--- config.mk ---
export PLATFORM = sky130hd
export DESIGN_NAME = branch_predictor
export DESIGN_NICKNAME = d
export VERILOG_FILES = /design/src/rtl/branch_predictor.sv
export SDC_FILE = /design/constraint.sdc
export NUM_CORES = 1
export LEC_CHECK = 0
export BUFFER_PORTS_ARGS = -buffer_cell sky130_fd_sc_hd__buf_2
export CORE_MARGIN = 2
export CORE_UTILIZATION = 35
export DETAILED_ROUTE_END_ITERATION = 12
export PLACE_DENSITY_LB_ADDON = 0.15
export SLEW_MARGIN = 10
export SYNTH_ARGS = -nofsm -noshare
export SYNTH_HDL_FRONTEND = slang
export SYNTH_SLANG_ARGS = --single-unit
--- constraint.sdc ---
create_clock -name clk -period 10.1 [get_ports clk]
set_input_delay 0.505 -clock clk [delete_from_list [all_inputs] [get_ports clk]]
set_output_delay 0.505 -clock clk [all_outputs]
set_load 0.01 [all_outputs]
--- src/rtl/branch_predictor.sv ---
// -----------------------------------------------------------------------------
// branch_predictor
//
// Fetch-side branch prediction and execute-side branch resolution for NeoCore.
// A direct-mapped BTB holds {valid, tag, target, 2-bit counter} per index.
// Fetch looks up the BTB; execute resolves the branch condition, trains the
// BTB and raises a one-cycle redirect when the carried prediction was wrong.
//
// Ports:
//   clk, rst          single clock; synchronous active-high reset
//   f_valid, f_pc     fetch lookup request
//   p_valid, p_taken, p_target
//                     registered prediction (target is 0 unless taken)
//   r_valid, r_opcode, r_pc, r_next_pc, r_target,
//   r_operand_a, r_operand_b, r_v_flag, r_pred_taken, r_pred_target
//                     resolve request from execute
//   branch_taken      registered actual outcome
//   redirect, redirect_pc
//                     one-cycle mispredict pulse and the correct next PC
//   mispredict_count  saturating count of mispredicts
// -----------------------------------------------------------------------------
package neocore_pkg;
    typedef enum logic [3:0] {
        OP_NOP  = 4'd0,
        OP_ADD  = 4'd1,
        OP_SUB  = 4'd2,
        OP_AND  = 4'd3,
        OP_OR   = 4'd4,
        OP_XOR  = 4'd5,
        OP_LD   = 4'd6,
        OP_ST   = 4'd7,
        OP_B    = 4'd8,
        OP_JSR  = 4'd9,
        OP_BE   = 4'd10,
        OP_BNE  = 4'd11,
        OP_BLT  = 4'd12,
        OP_BGT  = 4'd13,
        OP_BRO  = 4'd14,
        OP_HALT = 4'd15
    } opcode_e;
endpackage

module branch_predictor
    import neocore_pkg::*;
#(
    parameter int ADDR_W      = 32,
    parameter int DATA_W      = 16,
    parameter int BTB_ENTRIES = 16,
    parameter bit SIGNED_CMP  = 1'b0
) (
    input  logic              clk,
    input  logic              rst,
    // fetch lookup
    input  logic              f_valid,
    input  logic [ADDR_W-1:0] f_pc,
    output logic              p_valid,
    output logic              p_taken,
    output logic [ADDR_W-1:0] p_target,
    // execute resolve
    input  logic              r_valid,
    input  opcode_e           r_opcode,
    input  logic [ADDR_W-1:0] r_pc,
    input  logic [ADDR_W-1:0] r_next_pc,
    input  logic [ADDR_W-1:0] r_target,
    input  logic [DATA_W-1:0] r_operand_a,
    input  logic [DATA_W-1:0] r_operand_b,
    input  logic              r_v_flag,
    input  logic              r_pred_taken,
    input  logic [ADDR_W-1:0] r_pred_target,
    output logic              branch_taken,
    output logic              redirect,
    output logic [ADDR_W-1:0] redirect_pc,
    output logic [15:0]       mispredict_count
);

    localparam int IDX_W = $clog2(BTB_ENTRIES);
    localparam int TAG_W = ADDR_W - IDX_W;

    // BTB storage
    logic [BTB_ENTRIES-1:0] btb_valid;
    logic [1:0]             btb_ctr    [BTB_ENTRIES];
    logic [TAG_W-1:0]       btb_tag    [BTB_ENTRIES];
    logic [ADDR_W-1:0]      btb_target [BTB_ENTRIES];

    // -------------------------------------------------------------------------
    // Fetch lookup. Reads the array combinationally and registers the result,
    // so a same-cycle resolve write is not visible until the next lookup.
    // -------------------------------------------------------------------------
    logic [IDX_W-1:0] f_idx;
    logic [TAG_W-1:0] f_tag;
    logic             f_hit;
    logic             f_predict;

    assign f_idx     = f_pc[IDX_W-1:0];
    assign f_tag     = f_pc[ADDR_W-1:IDX_W];
    assign f_hit     = btb_valid[f_idx] && (btb_tag[f_idx] == f_tag);
    assign f_predict = f_valid && f_hit && btb_ctr[f_idx][1];

    // NOTE: sequential state uses non-blocking (<=) so every register samples
    // pre-edge values, independent of the order the blocks are evaluated in.
    always_ff @(posedge clk) begin
        if (rst) begin
            p_valid  <= 1'b0;
            p_taken  <= 1'b0;
            p_target <= '0;
        end else begin
            p_valid  <= f_valid;
            p_taken  <= f_predict;
            p_target <= f_predict ? btb_target[f_idx] : '0;
        end
    end

    // -------------------------------------------------------------------------
    // Resolve: branch condition evaluation
    // -------------------------------------------------------------------------
    logic is_branch;
    logic actual;
    logic cmp_lt;
    logic cmp_gt;

    assign cmp_lt = SIGNED_CMP ? ($signed(r_operand_a) < $signed(r_operand_b))
                               : (r_operand_a < r_operand_b);
    assign cmp_gt = SIGNED_CMP ? ($signed(r_operand_a) > $signed(r_operand_b))
                               : (r_operand_a > r_operand_b);

    // NOTE: every output of a combinational block gets a default first, so no
    // path through the case leaves a variable unassigned and infers a latch.
    always_comb begin
        is_branch = 1'b1;
        actual    = 1'b0;
        case (r_opcode)
            OP_B, OP_JSR: actual = 1'b1;
            OP_BE:        actual = (r_operand_a == r_operand_b);
            OP_BNE:       actual = (r_operand_a != r_operand_b);
            OP_BLT:       actual = cmp_lt;
            OP_BGT:       actual = cmp_gt;
            OP_BRO:       actual = r_v_flag;
            default:      is_branch = 1'b0;
        endcase
    end

    // -------------------------------------------------------------------------
    // Resolve: BTB training and mispredict detection
    // -------------------------------------------------------------------------
    logic [IDX_W-1:0] r_idx;
    logic [TAG_W-1:0] r_tag;
    logic             r_hit;
    logic             resolve;
    logic             mispredict;
    logic             btb_we;
    logic [1:0]       ctr_cur;
    logic [1:0]       ctr_next;

    assign r_idx   = r_pc[IDX_W-1:0];
    assign r_tag   = r_pc[ADDR_W-1:IDX_W];
    assign r_hit   = btb_valid[r_idx] && (btb_tag[r_idx] == r_tag);
    assign ctr_cur = btb_ctr[r_idx];
    assign resolve = r_valid && is_branch;

    // Wrong direction, or right direction (taken) but to the wrong place.
    assign mispredict = (actual != r_pred_taken) ||
                        (actual && r_pred_taken && (r_pred_target != r_target));

    // A not-taken branch that misses the BTB leaves it untouched.
    assign btb_we = resolve && (actual || r_hit);

    always_comb begin
        ctr_next = ctr_cur;
        if (r_opcode == OP_B || r_opcode == OP_JSR) begin
            ctr_next = 2'b11;  // unconditional: always strongly taken
        end else if (actual) begin
            if (!r_hit)                ctr_next = 2'b10;  // fresh allocation
            else if (ctr_cur != 2'b11) ctr_next = ctr_cur + 2'd1;
        end else if (ctr_cur != 2'b00) begin
            ctr_next = ctr_cur - 2'd1;
        end
    end

    always_ff @(posedge clk) begin
        if (rst) begin
            btb_valid <= '0;
            for (int i = 0; i < BTB_ENTRIES; i++) begin
                btb_ctr[i] <= 2'b00;
            end
        end else if (btb_we) begin
            btb_valid[r_idx] <= 1'b1;
            btb_ctr[r_idx]   <= ctr_next;
        end
    end

    // NOTE: tag and target are deliberately not reset; a cleared valid bit
    // makes their contents irrelevant, so the wide arrays need no reset path.
    always_ff @(posedge clk) begin
        if (!rst && btb_we && actual) begin
            btb_tag[r_idx]    <= r_tag;
            btb_target[r_idx] <= r_target;
        end
    end

    // -------------------------------------------------------------------------
    // Registered resolve outputs
    // -------------------------------------------------------------------------
    always_ff @(posedge clk) begin
        if (rst) begin
            branch_taken     <= 1'b0;
            redirect         <= 1'b0;
            redirect_pc      <= '0;
            mispredict_count <= '0;
        end else begin
            branch_taken <= resolve && actual;
            redirect     <= resolve && mispredict;
            redirect_pc  <= (resolve && mispredict) ? (actual ? r_target : r_next_pc) : '0;
            if (resolve && mispredict && (mispredict_count != 16'hFFFF)) begin
                mispredict_count <= mispredict_count + 16'd1;
            end
        end
    end

endmodule

* Word level (Yosys, flattened, before mapping)
Memory sizes are Yosys's and may differ from the RTL's. A register that Yosys moved wholly into a read port is not among the register bits.
Cells that the tools add are included.
** Storage, ports and cells
- Flip-flop bits (word level) :: 68
- Bits in writable memories :: 992
- Input bits :: 202
- Output and inout bits :: 84
- Word-level logic and storage cells :: 84
- Memories kept :: 3
** Memory list
- btb_target :: words 16, bits a word 32, rd ports 1, clocked after Yosys merged registers in 1, wr ports 1, RTL line 83 : logic [ADDR_W-1:0] btb_target [BTB_ENTRIES];
- btb_tag :: words 16, bits a word 28, rd ports 2, clocked after Yosys merged registers in 0, wr ports 1, RTL line 82 : logic [TAG_W-1:0] btb_tag [BTB_ENTRIES];
- btb_ctr :: words 16, bits a word 2, rd ports 2, clocked after Yosys merged registers in 0, wr ports 16, RTL line 81 : logic [1:0] btb_ctr [BTB_ENTRIES];
** Operators by class
- Add/subtract/negate cells :: 3
- Order comparisons :: 5
- Equal/unequal tests :: 15
- Muxes and demuxes :: 24
- Bitwise operators :: 3
- Reduce and logical (&&, ||, !) cells :: 24
** Operators by type and width (number)
- 28-bit == test :: 2
- 32-bit two-way mux :: 1
- 32-bit inequality test :: 1
- 4-bit == test, second input constant :: 7
- 16-bit by 1-bit adder with 16-bit output, second input constant :: 1
- 16-bit == test :: 1
- 16-bit > comparator :: 1
- 16-bit less-than comparator :: 1
- 16-bit inequality test :: 1
- 16-bit inequality test, second input constant :: 1
- 16-bit bitwise OR :: 1
- 1-bit logical AND :: 14
- 1-bit two-way mux :: 12
- 2-bit two-way mux :: 6
- 4-bit by 5-bit less-than comparator with 1-bit output, second input constant :: 2
- 1-bit binary-select mux with 4-bit select :: 2
- 2-bit OR reduction :: 4
- 7-bit OR reduction :: 1
- 1-bit one-hot mux with 6 select lines :: 1
- 1-bit demux with 4-bit select :: 1
- 4-bit by 1-bit greater-or-equal comparator with 1-bit output, second input constant :: 1
- 4-bit two-way mux :: 1
- 1-bit logical OR :: 3
- 2-bit by 1-bit adder with 2-bit output, second input constant :: 1
- other kinds (6) :: 7

* Depth between registers and ports, before layout
- Word-level depth :: 10
- Mapped depth :: 17
- Mapped depth without buffers :: 16

* Worst setup path before layout
No wires, ideal clock.
- Kind :: input-to-reg
- Start point :: in r_operand_b[15]
- End point :: mem btb_tag[12][0] (netlist bit) (enable)
- Library setup time :: 626 ps
- Arrival :: 7978 ps
- Required time :: 9474 ps
- Path slack :: 1496 ps
- Cell stages on the path :: 11
- Buffers on the path :: 0
- Cells stage by stage :: inv_1 ha_1 nand4_1 nor4_1 nor2_1 xnor2_1 o21ai_0 a21o_1 inv_1 nand2_1 nor4_1
** On the way
- Longest elaborated chain between the ends :: 8
- Elaborated cells on any way between the ends :: 11
- Classes of those cells :: order compare: 2; eq/ne: 2; mux: 3; reduce/logical: 4
** RTL lines
- start, declared :: RTL line 66 : input logic [DATA_W-1:0] r_operand_b,
- 16-bit > comparator, or another cell as far along :: RTL line 124 : : (r_operand_a > r_operand_b);
- 1-bit one-hot mux with 6 select lines * :: RTL line 131 : case (r_opcode)
- 1-bit logical OR :: RTL line 165 : assign btb_we = resolve && (actual || r_hit);
- 1-bit logical AND :: RTL line 165
- 1-bit logical AND :: RTL line 194 : if (!rst && btb_we && actual) begin
- 1-bit logical AND * :: RTL line 194
- 1-bit two-way mux * :: RTL line 194
- 1-bit two-way mux (not written as such) * :: RTL line 195 : btb_tag[r_idx] <= r_tag;
- end, declared :: RTL line 82
Mark *: on every way between the ends. The rest lies on a longest branch, timed or not.

==> run_results.csv <==
group,metric,value,unit
worst_hold_path,hold_end,"redirect_pc[23]",
layout,drive_gt1_share,34.4,%
clock_network,htree_levels,3,
yosys,syn-instance-count,2401,
job,maxCapViolCount,0,
worst_hold_path,hp-start,"r_next_pc[23]",
clock_network,cts.path.max_buffers,3,
detailed_routing,drtPass1Iterations,8,
clock_network,cts.sink_count,1092,
critical_path,crit_path_end_kind,"flop",
yosys,yosysSeqAreaShare,67.8,%
grt,grt_pass1_vias,26700,
floorplanning,die-area,0.137,mm2
power_and_ir_drop,powerDensity,183,mW/mm2
clock_network,clk_pin_slew,60,ps
floorplanning,fp.dieW,370,um
timing,grt_setup_unrepaired,"no",
detailed_routing,vias,25300,
critical_path,cpMaxStageDelayCell,"o21ai_1",
yosys,ys_ff_latch,1092,
layout,fin_util,41.1,%
layout,final_cell_mix,"992 x edfxtp_1, 388 x mux4_2, 278 x buf_2, 117 x clkbuf_16, 108 x mux2i_1",
floorplanning,coreArea,0.133,mm2
timing,tightestPinTransition,1220,ps
clock_network,clk-insertion-delay-late,730,ps
critical_path,startpoint_type,"primary input",
critical_path,path_max_fanout,67,
floorplanning,start_util,35.2,%
critical_path,rr_startpoint,"btb_tag[14][23]",
floorplanning,rows,134,
place,dpl.hpwl,77.9,mm
critical_path,critPathRequiredTime,10590,ps
timing,fin_crit_sh,46.3,%
clock_network,cts_buffers,116,
critical_path,worstPathCellList,"clkbuf_8 -> buf_4 -> mux4_2 -> mux2i_1 -> nor2_1 -> nor4bb_1 -> nor4_2 -> nand4_2 -> nor4_1 -> o21ai_1 -> nor4b_1",
grt,grt-ovfl-total,0,
detailed_routing,drt_iter0_markers,2338,
clock_network,ctsRootBufferMaster,"clkbuf_16",
grt,grt_pass1_wl,195,mm
power_and_ir_drop,max-vdd-ir-drop,0.000161,V
detailed_routing,wirelength,136,mm
layout,layout_commonest_cell,"edfxtp_1",
floorplanning,ios,286,
critical_path,worst-setup-path-type,"in -> reg",
yosys,synth_ff_type,"edfxtp_1",
grt,antenna_found_initial,14,
layout,nets,2969,
place,portBuffers,285,
worst_hold_path,whs_path_depth,3,
place,gp_congestion,0.825,
yosys,ys_types,71,
worst_hold_path,min_path_type,"in -> reg",
yosys,syn_area,0.0469,mm2
critical_path,rrSetupSlack,6320,ps
timing,hold_violations,0,
timing,slew_headroom,17.9,%
yosys,ys_warn_count,0,
timing,slew_violations,0,
timing,fin_hold_ws,40.4,ps
clock_network,cts_tree,"done",
yosys,synth-edff-count,992,
layout,syn_to_final_growth,16.6,%
yosys,synthArstFlopShare,0,%
grt,grt_max_degree,144,
grt,grtUsageTotal,19.8,%
yosys,synth_fp_nets,2621,
clock_network,ctsResizeCount,0,
detailed_routing,routedWlPerCell,29.4,um
yosys,synth_area_per_cell,19.5,um2
detailed_routing,drt.antenna.violating_nets,0,
outcome,status,"finished, final reports clean",
floorplanning,die_h,370,um
critical_path,r2r_end,"btb_ctr[7][1]",
critical_path,arrival,5160,ps
power_and_ir_drop,p_leak,18.1,nW
detailed_routing,drc_errors,0,
critical_path,slowest_delay,960,ps
timing,max_freq,0.214,GHz
timing,min_period,4680,ps
detailed_routing,avgViaCountPerCell,5.46,
timing,fin_skew,45.4,ps
timing,setup_total_negative_slack,0,ps
critical_path,r2r_cells,9,
timing,setup_violations,0,
## layout make-up
cell class / instances / area (um2)
Inverter: 45 / 169
Sequential cell: 1092 / 31800
Tap cell: 1768 / 2210
Clock inverter: 69 / 782
Timing Repair Buffer: 369 / 2200
Antenna cell: 3 / 7.51
Multi-Input combinational cell: 1125 / 14300
Clock buffer: 152 / 3190
Fill cell: 11900 / 78500
## synth_stat cells, drive strengths merged (2+ instances only)
cell | number | area [um2]
nor2b | 44 | 275
nor2 | 86 | 323
xor2 | 72 | 631
nand2b | 22 | 138
nor4 | 19 | 131
mux4 | 393 | 8870
nor4b | 3 | 26.3
a211oi | 2 | 15.0
o22ai | 13 | 81.3
a311oi | 2 | 17.5
a31oi | 2 | 12.5
and2 | 4 | 25.0
nand4 | 17 | 113
mux2i | 108 | 1080
mux2 | 22 | 248
xnor2 | 54 | 473
or2 | 3 | 18.8
clkbuf | 60 | 225
dfxtp | 100 | 2000
o21ai | 37 | 189
nor3 | 16 | 80.1
inv | 45 | 169
a21oi | 16 | 80.1
or3 | 8 | 50.1
buf | 78 | 485
nor3b | 13 | 148
a22oi | 5 | 37.5
and3 | 5 | 31.3
a221oi | 13 | 120
a21o | 4 | 30.0
o211ai | 6 | 45.0
ha | 18 | 225
nand2 | 59 | 221
edfxtp | 992 | 29800
nand3 | 38 | 230
## routing by layer
layer  GRT usage [%]  vias to the layer above  wire (um)
met5               0                        -         42
met4            4.78                        6       3270
met3            3.04                      183       7200
met2            33.2                      879      66800
met1            27.1                    13600      58500
li1                -                    10600          -
## flip-flops by register name (all words and copies together), names as in the netlist
name / flops
p_target: 32
redirect: 1
btb_valid: 16
btb_ctr: 32
mispredict_count: 16
btb_tag: 448
branch_taken: 1
p_taken: 1
redirect_pc: 32
btb_target: 512
p_valid: 1
## how the worst max path moves through the flow
stage	from	to
6_report	r_pc[1]	btb_ctr[7][1]
5_1_grt	f_pc[0]	p_target[28]
4_1_cts	r_pc[1]	btb_ctr[7][1]
3_5_place_dp	r_pc[1]	btb_ctr[7][1]
3_3_place_gp	f_pc[0]	p_target[30]
2_1_floorplan	r_operand_b[15]	btb_tag[12][0]
## through the flow
stage          instance area (um2)  total power [mW]  setup slack (ps)  instances
2_1_floorplan                46900              5.45              1500       2401
3_3_place_gp                 50400              5.71              4790       4368
3_5_place_dp                 50400              5.72              4680       4368
4_1_cts                      54600              10.1              5440       4620
5_1_grt                      54600              10.3              5040       4620
6_report                     54700              10.0              5420       4623
## kinds of logic after synthesis
group           count (synthesis)  synth area share, %
simple gates                  344                 3.99
compound gates                113                 1.65
flops                        1092                 67.8
mux                           523                 21.8
xor+xnor                      126                 2.36
fa+ha+maj                      19                0.502
buf+inv                       184                 1.90
## report_power, final
part | internal [mW] | switching (mW)
logic | 0.289 | 0.381
registers | 4.94 | 0.00648
clock network | 2.56 | 1.83
## critical path, delay by kind of cell
family                 cells  cell delay, ps
and+or+nand+nor            6            1490
buffers and inverters      2            1280
AOI/OAI and AO/OA          1             960
muxes                      2             790
## what timing repair did
item,CTS,global route
setup buffers,0,0
hold endpoints to repair,31,0
hold buffers,31,0
(Power assumes the default switching activity.)
